<file path="config.mk">
export PLATFORM = sky130hd
export DESIGN_NAME = inv_matvec_solver
export DESIGN_NICKNAME = d
export VERILOG_FILES = /design/src/rtl/inv_matvec_solver.sv
export SDC_FILE = /design/constraint.sdc
export NUM_CORES = 2
export LEC_CHECK = 0
export CAP_MARGIN = 15
export CORE_UTILIZATION = 50
export CTS_CLUSTER_SIZE = 20
export DETAILED_ROUTE_END_ITERATION = 10
export PLACE_DENSITY_LB_ADDON = 0.08
export SLEW_MARGIN = 40
export SYNTH_ARGS = -nofsm -noshare
export SYNTH_HDL_FRONTEND = slang
export SYNTH_SLANG_ARGS = --single-unit
</file>
<file path="constraint.sdc">
create_clock -name clk -period 26.4 [get_ports clk]
set_input_delay 5.28 -clock clk [delete_from_list [all_inputs] [get_ports clk]]
set_output_delay 5.28 -clock clk [all_outputs]
set_load 0.05 [all_outputs]
</file>
<file path="src/rtl/inv_matvec_solver.sv">
// Computes x = A_inv * b for a 3x3 signed fixed-point matrix with one shared MAC,
// one product per cycle, rounding half-up and saturating each element.
module inv_matvec_solver #(
    parameter int unsigned FRAC_BITS = 16,
    parameter int unsigned W         = 32
) (
    input  logic                       clk,
    input  logic                       rst_n,
    input  logic                       start,
    input  logic [2:0][2:0][W-1:0]     A_inv,
    input  logic [2:0][W-1:0]          b_vec,
    output logic [2:0][W-1:0]          x_out,
    output logic                       busy,
    output logic                       done,
    output logic                       overflow
);

    localparam int unsigned AW = 2 * W + 2;
    localparam logic signed [AW-1:0] RoundC = {{(AW-1){1'b0}}, 1'b1} << (FRAC_BITS - 1);
    localparam logic signed [AW-1:0] SatMax = {{(AW-W+1){1'b0}}, {(W-1){1'b1}}};
    localparam logic signed [AW-1:0] SatMin = {{(AW-W+1){1'b1}}, {(W-1){1'b0}}};

    typedef enum logic {StIdle, StMac} state_t;

    state_t                   state_q, state_d;
    logic [2:0][2:0][W-1:0]   a_q;
    logic [2:0][W-1:0]        b_q;
    logic [1:0]               row_q, row_d, col_q, col_d;
    logic signed [AW-1:0]     acc_q, acc_d;
    logic [2:0][W-1:0]        xs_q, xs_d;
    logic                     ovf_run_q, ovf_run_d;
    logic [2:0][W-1:0]        x_out_d;
    logic                     overflow_d, done_d, capture;

    logic signed [2*W-1:0]    prod;
    logic signed [AW-1:0]     sum, rounded;
    logic                     clip_hi, clip_lo;
    logic [W-1:0]             sat;

    assign prod    = $signed(a_q[row_q][col_q]) * $signed(b_q[col_q]);
    assign sum     = acc_q + {{2{prod[2*W-1]}}, prod};
    assign rounded = (sum + RoundC) >>> FRAC_BITS;
    assign clip_hi = rounded > SatMax;
    assign clip_lo = rounded < SatMin;
    assign sat     = clip_hi ? {1'b0, {(W-1){1'b1}}} :
                     clip_lo ? {1'b1, {(W-1){1'b0}}} : rounded[W-1:0];

    assign busy = (state_q == StMac);

    always_comb begin
        state_d    = state_q;
        row_d      = row_q;
        col_d      = col_q;
        acc_d      = acc_q;
        xs_d       = xs_q;
        ovf_run_d  = ovf_run_q;
        x_out_d    = x_out;
        overflow_d = overflow;
        done_d     = 1'b0;
        capture    = 1'b0;
        case (state_q)
            StIdle: begin
                if (start) begin
                    capture   = 1'b1;
                    acc_d     = '0;
                    row_d     = 2'd0;
                    col_d     = 2'd0;
                    ovf_run_d = 1'b0;
                    state_d   = StMac;
                end
            end
            StMac: begin
                if (col_q == 2'd2) begin
                    xs_d[row_q] = sat;
                    ovf_run_d   = ovf_run_q | clip_hi | clip_lo;
                    acc_d       = '0;
                    col_d       = 2'd0;
                    row_d       = row_q + 2'd1;
                    if (row_q == 2'd2) begin
                        // Publish the whole vector at once so x_out never shows a partial run.
                        row_d      = 2'd0;
                        state_d    = StIdle;
                        done_d     = 1'b1;
                        x_out_d    = xs_d;
                        overflow_d = ovf_run_d;
                    end
                end else begin
                    acc_d = sum;
                    col_d = col_q + 2'd1;
                end
            end
            default: state_d = StIdle;
        endcase
    end

    always_ff @(posedge clk or negedge rst_n) begin
        if (!rst_n) begin
            state_q   <= StIdle;
            a_q       <= '0;
            b_q       <= '0;
            row_q     <= '0;
            col_q     <= '0;
            acc_q     <= '0;
            xs_q      <= '0;
            ovf_run_q <= 1'b0;
            x_out     <= '0;
            overflow  <= 1'b0;
            done      <= 1'b0;
        end else begin
            state_q   <= state_d;
            row_q     <= row_d;
            col_q     <= col_d;
            acc_q     <= acc_d;
            xs_q      <= xs_d;
            ovf_run_q <= ovf_run_d;
            x_out     <= x_out_d;
            overflow  <= overflow_d;
            done      <= done_d;
            if (capture) begin
                a_q <= A_inv;
                b_q <= b_vec;
            end
        end
    end

endmodule

</file>
After elaboration in Yosys (flattened, before gate mapping) --
Cells that the tools add are included.
Word-level totals: output and inout bits 99, bits of input ports 387, bits in registers 650
Operators by class: add/subtract/negate cells 4, $mul 1, equal/unequal tests 4, multiplexer cells 31, reductions and logical operators 4, bitwise gates (word level) 3, order comparisons 5
Operators with widths (number):
- 96-bit binary-select mux with 2-bit select | 1
- 32-bit two-way mux | 5
- 66-bit two-way mux | 2
- 66-bit one-hot mux with 2 select lines | 1
- 32-bit binary-select mux with 2-bit select | 2
- 96-bit bitwise mux | 1
- 96-bit two-way mux | 1
- 66-bit by 17-bit adder with 66-bit output, second input constant | 1
- 66-bit adder | 1
- 32-bit demux with 2-bit select | 1
- 32-bit by 32-bit multiplier with 64-bit output | 1
- 50-bit by 32-bit > comparator with 1-bit output, second input constant | 1
- 50-bit by 32-bit < comparator with 1-bit output, second input constant | 1
- 1-bit two-way mux | 9
- 2-bit two-way mux | 4
- 2-bit one-hot mux with 2 select lines | 2
- 2-bit by 3-bit < comparator with 1-bit output, second input constant | 2
- 2-bit by 1-bit adder with 2-bit output, second input constant | 2
- 2-bit == test, second input constant | 2
- 1-bit one-hot mux with 2 select lines | 2
- 2-bit AND reduction | 2
- 3-bit AND reduction | 1
- 2-bit by 1-bit >= comparator with 1-bit output, second input constant | 1
- 2-bit by 1-bit inequality test with 1-bit output, second input constant | 1
- 4 further kinds | 5

Depth between registers and ports, before layout --
word-level depth 12, mapped depth 61, gate-level depth less buffers 52

Worst setup path before layout --
No wires, ideal clock.
kind register -> register, from register row_q[1], to register xs_q[10] (netlist name), library setup time 0.130 ns, arrival 13.660 ns, slack 12.610 ns, period minus slack after synthesis 13.790 ns, cell stages (with the launch flop) 56, required time 26.270 ns, cells stage by stage dfrtp_1 > clkbuf_1 > clkbuf_1 > buf_1 > mux2i_1 > nor2_1 > a21oi_1 > o22a_1 > clkbuf_1 > clkbuf_1 > nor2_1 > fa_1 > inv_1 > fa_1 > fa_1 > fa_1 > inv_1 > fa_1 > [20 not listed] > a21o_1 > or2_2 > o32ai_1 > a21boi_2 > o32ai_1 > o311ai_1 > nand3_1 > nor4b_2 > and4_1 > or3b_4 > o31a_1 > o211a_1 > and3_1 > buf_2 > nor2_4 > buf_4 > buf_4 > o211ai_2
On the way: word-level cells in the longest chain between the ends 11
Ends and longest elaborated chain:
- start: declaration | RTL line 28 | logic [1:0] row_q, row_d, col_q, col_d;
- start signal: assignment | RTL line 111 | row_q <= row_d;
- 96-bit binary-select mux with 2-bit select | RTL line 40 | assign prod = $signed(a_q[row_q][col_q]) * $signed(b_q[col_q]);
- 96-bit two-way mux (not written as such) | RTL line 40
- 32-bit binary-select mux with 2-bit select | RTL line 40
- 32-bit two-way mux (not written as such) | RTL line 40
- 32-bit by 32-bit multiplier with 64-bit output | RTL line 40
- 66-bit adder | RTL line 41 | assign sum = acc_q + {{2{prod[2*W-1]}}, prod};
- 66-bit by 17-bit adder with 66-bit output | RTL line 42 | assign rounded = (sum + RoundC) >>> FRAC_BITS;
- 50-bit by 32-bit < comparator with 1-bit output | RTL line 44 | assign clip_lo = rounded < SatMin;
- 32-bit two-way mux | RTL line 46 | clip_lo ? {1'b1, {(W-1){1'b0}}} : rounded[W-1:0];
- 32-bit two-way mux | RTL line 45 | assign sat = clip_hi ? {1'b0, {(W-1){1'b1}}} :
- 96-bit bitwise mux (*) | RTL line 74 | xs_d[row_q] = sat;
- end signal: assignment | RTL line 114 | xs_q <= xs_d;
- end: declaration | RTL line 30 | logic [2:0][W-1:0] xs_q, xs_d;
Every way passes the cells marked *; elsewhere a longest branch is shown, timed or not. The select of a mux whose other input is x is not followed. A chain may end at the register's enable or synchronous reset.

Worst setup path after layout --
from register row_q[0], to register xs_q[22] (netlist name)
The elaborated chain is that of the path after synthesis.

==> results.cfg <==
[outcome]
status = finished, final reports clean

[setup_path]
crit_path_frequent_cell = fa_1
rrSetupSlack_ns = 8.97
slowest_delay_ns = 0.84
critical_path_required_ns = 26.91
worstPathArrival_ns = 17.94
worstSetupStartpointType = register
rr_endpoint = xs_q[22]
critPathCaptureType = register
criticalPathCategory = register to register
worstRegToRegCells = 51
rr_startpoint = row_q[0]
slowest_stage = dfrtp_4
worst-path-max-fanout = 71

[logic_synthesis]
synth_compound_area_frac = 0.0920
syn_nets = 8793
synth_warnings = 0
syn_area_um2 = 68100
yosys.area_share.xor_xnor = 0.0198
synth-seq-cells = 618
postSynthCellCount = 7065
async_reset_ff_frac = 1.00
syn_area_per_cell_um2 = 9.64
synth_top_family_by_area = adder cells
synth_top_flop_cell = dfrtp_1
synth_top_area_frac = 0.318
synth_fa_ha_area_frac = 0.366
synth_edf_count = 0
yosys.area.top_type = fa_1
yosysSeqAreaShare = 0.227
ys_types = 101
synth_mux_area_frac = 0.0843
synth.area.top_cells = fa_1 (32%), dfrtp_1 (23%), mux2_2 (6.4%)
yosys.area_share.simple = 0.132

[route]
first_iter_violations = 4975
dr.pass1.iters = 9
vias_per_cell = 5.88
drtAntennaViolNets = 0
wl_per_cell_um = 27.8
wirelength_mm = 257
drcViolationCount = 0
vias = 54300

[floorplanning]
num_rows = 135
core_area_um2 = 135000
die_area_um2 = 138000
die_y_um = 371
pin_count = 486
start_util = 0.503
dieWidth_um = 371

[cts]
root_buffer = clkbuf_16
cts_resized = 0
cts_buffers = 75
cts_hold_buf = 0
path_clk_slew_ns = 0.06
cts_tree = done
clock_latency_ns = 0.69
cts_max_path_buffers = 3
h-tree-depth = 3
clkSinkCount = 618
post-cts-setup-buffer-count = 0

[sta]
period_minus_slack_ns = 17.43
slew_viol_final = 0
fin_worst_skew_ns = 0.0450
hold_violations = 0
setup_viol = 0
fin_tns_setup_ns = 0
fin_hold_ws_ns = 0.470
clock.fmax_mhz = 57.4
relSlewSlack = 0.330
tightest_slew_ns = 1.00
rsz0062_at_grt = no
post-route-period-util = 0.660

[global_route]
grt-ovfl-total = 0
grt_usage = 0.379
grt_first_pass_wirelength_mm = 379
antenna_found_initial = 35
grt_pass1_vias = 56500
grt_max_degree = 134

[min_path]
holdPathEnd = x_out[13]
worst_hold_path_type = register to register
hp-start = xs_q[13]
hold_depth = 2

[placement]
place_congestion = 1.01
dpl.hpwl_mm = 199
port_buffers = 485

[finish]
layout-drive-gt1-share = 0.110
nFillCells = 11900
final_cell_mix = fa_1 (1081), inv_1 (994), nand2_1 (922)
mostFrequentLayoutCell = fa_1
area_growth_pct = 14.4
nets = 9100

[job]
max-cap-violations = 0
[metrics by stage]
step	instance area [µm²]	setup WS (ns)	instances	util
final	77900	8.97	9242	0.576
after global placement	74900	9.08	9069	0.554
after detailed placement	75200	9.27	9074	0.556
after global routing	77900	8.36	9236	0.576
after CTS	77800	9.21	9213	0.575
after floorplan	68100	12.61	7065	-
[metal layers]
metal,vias to the layer above,track usage,routed length [µm]
li1,23200,-,-
met1,27700,0.489,98300
met2,2836,0.584,116000
met3,576,0.118,28600
met4,18,0.175,13400
met5,-,0,316
[flip-flops by register name, summed over array words and instances (netlist names)]
name,cells
a_q,288
b_q,96
x_out,96
acc_q,66
xs_q,64
col_q,2
row_q,2
busy,1
done,1
overflow,1
ovf_run_q,1
[worst max-delay path by stage]
stage | startpoint | endpoint | slack, ns | cells past startpoint
floorplan | row_q[1] | xs_q[10] | 12.61 | 55
global placement | col_q[1] | xs_q[1] | 9.08 | 47
detailed placement | row_q[0] | xs_q[3] | 9.27 | 51
CTS | row_q[0] | xs_q[22] | 9.21 | 53
global route | row_q[0] | xs_q[26] | 8.36 | 51
finish | row_q[0] | xs_q[22] | 8.97 | 51
[area by class of cell]
class	count	area, µm²	area share
tap	1781	2230	0.0286
clock buffer	106	2180	0.0280
clock inverter	33	424	0.00544
sequential	618	15500	0.199
inverter	995	3730	0.0479
timing repair buffer	639	6190	0.0795
multi-input combinational	5043	47600	0.611
antenna	27	67.6	0.000867
[synthesized netlist by cell type (all sizes together), types with 31 or more instances]
library cell / number
a211oi: 43
a21o: 97
a21oi: 190
a22o: 31
buf: 65
clkbuf: 344
dfrtp: 618
fa: 1083
ha: 258
inv: 995
mux2: 387
mux2i: 138
nand2: 924
nand2b: 77
nand3: 58
nand4: 43
nor2: 798
nor3: 47
o211ai: 105
o21ai: 202
o22ai: 34
xnor2: 110
xor2: 41
[cell families (layout without fill, tap and decap cells)]
family | count (synthesis) | count (layout)
AO/OA/AOI/OAI | 911 | 911
XOR/XNOR | 151 | 151
adder cells (fa/ha/maj) | 1341 | 1341
buffers and inverters | 1404 | 1773
flip-flops | 618 | 618
multiplexers | 525 | 525
other | 0 | 27
AND/OR/NAND/NOR | 2115 | 2115
[worst max-delay path, delay by kind of cell, from the launching register on]
kind | cells | cell delay (ns)
AND/OR/NAND/NOR | 13 | 3.18
buffers and inverters | 5 | 2.11
XOR/XNOR | 1 | 0.30
adder cells (fa/ha/maj) | 10 | 5.17
flip-flops | 1 | 0.84
AO/OA/AOI/OAI | 22 | 5.49
Power is not shown: default switching activity piles up to over one toggle a cycle in this logic, so the estimate is an artifact.
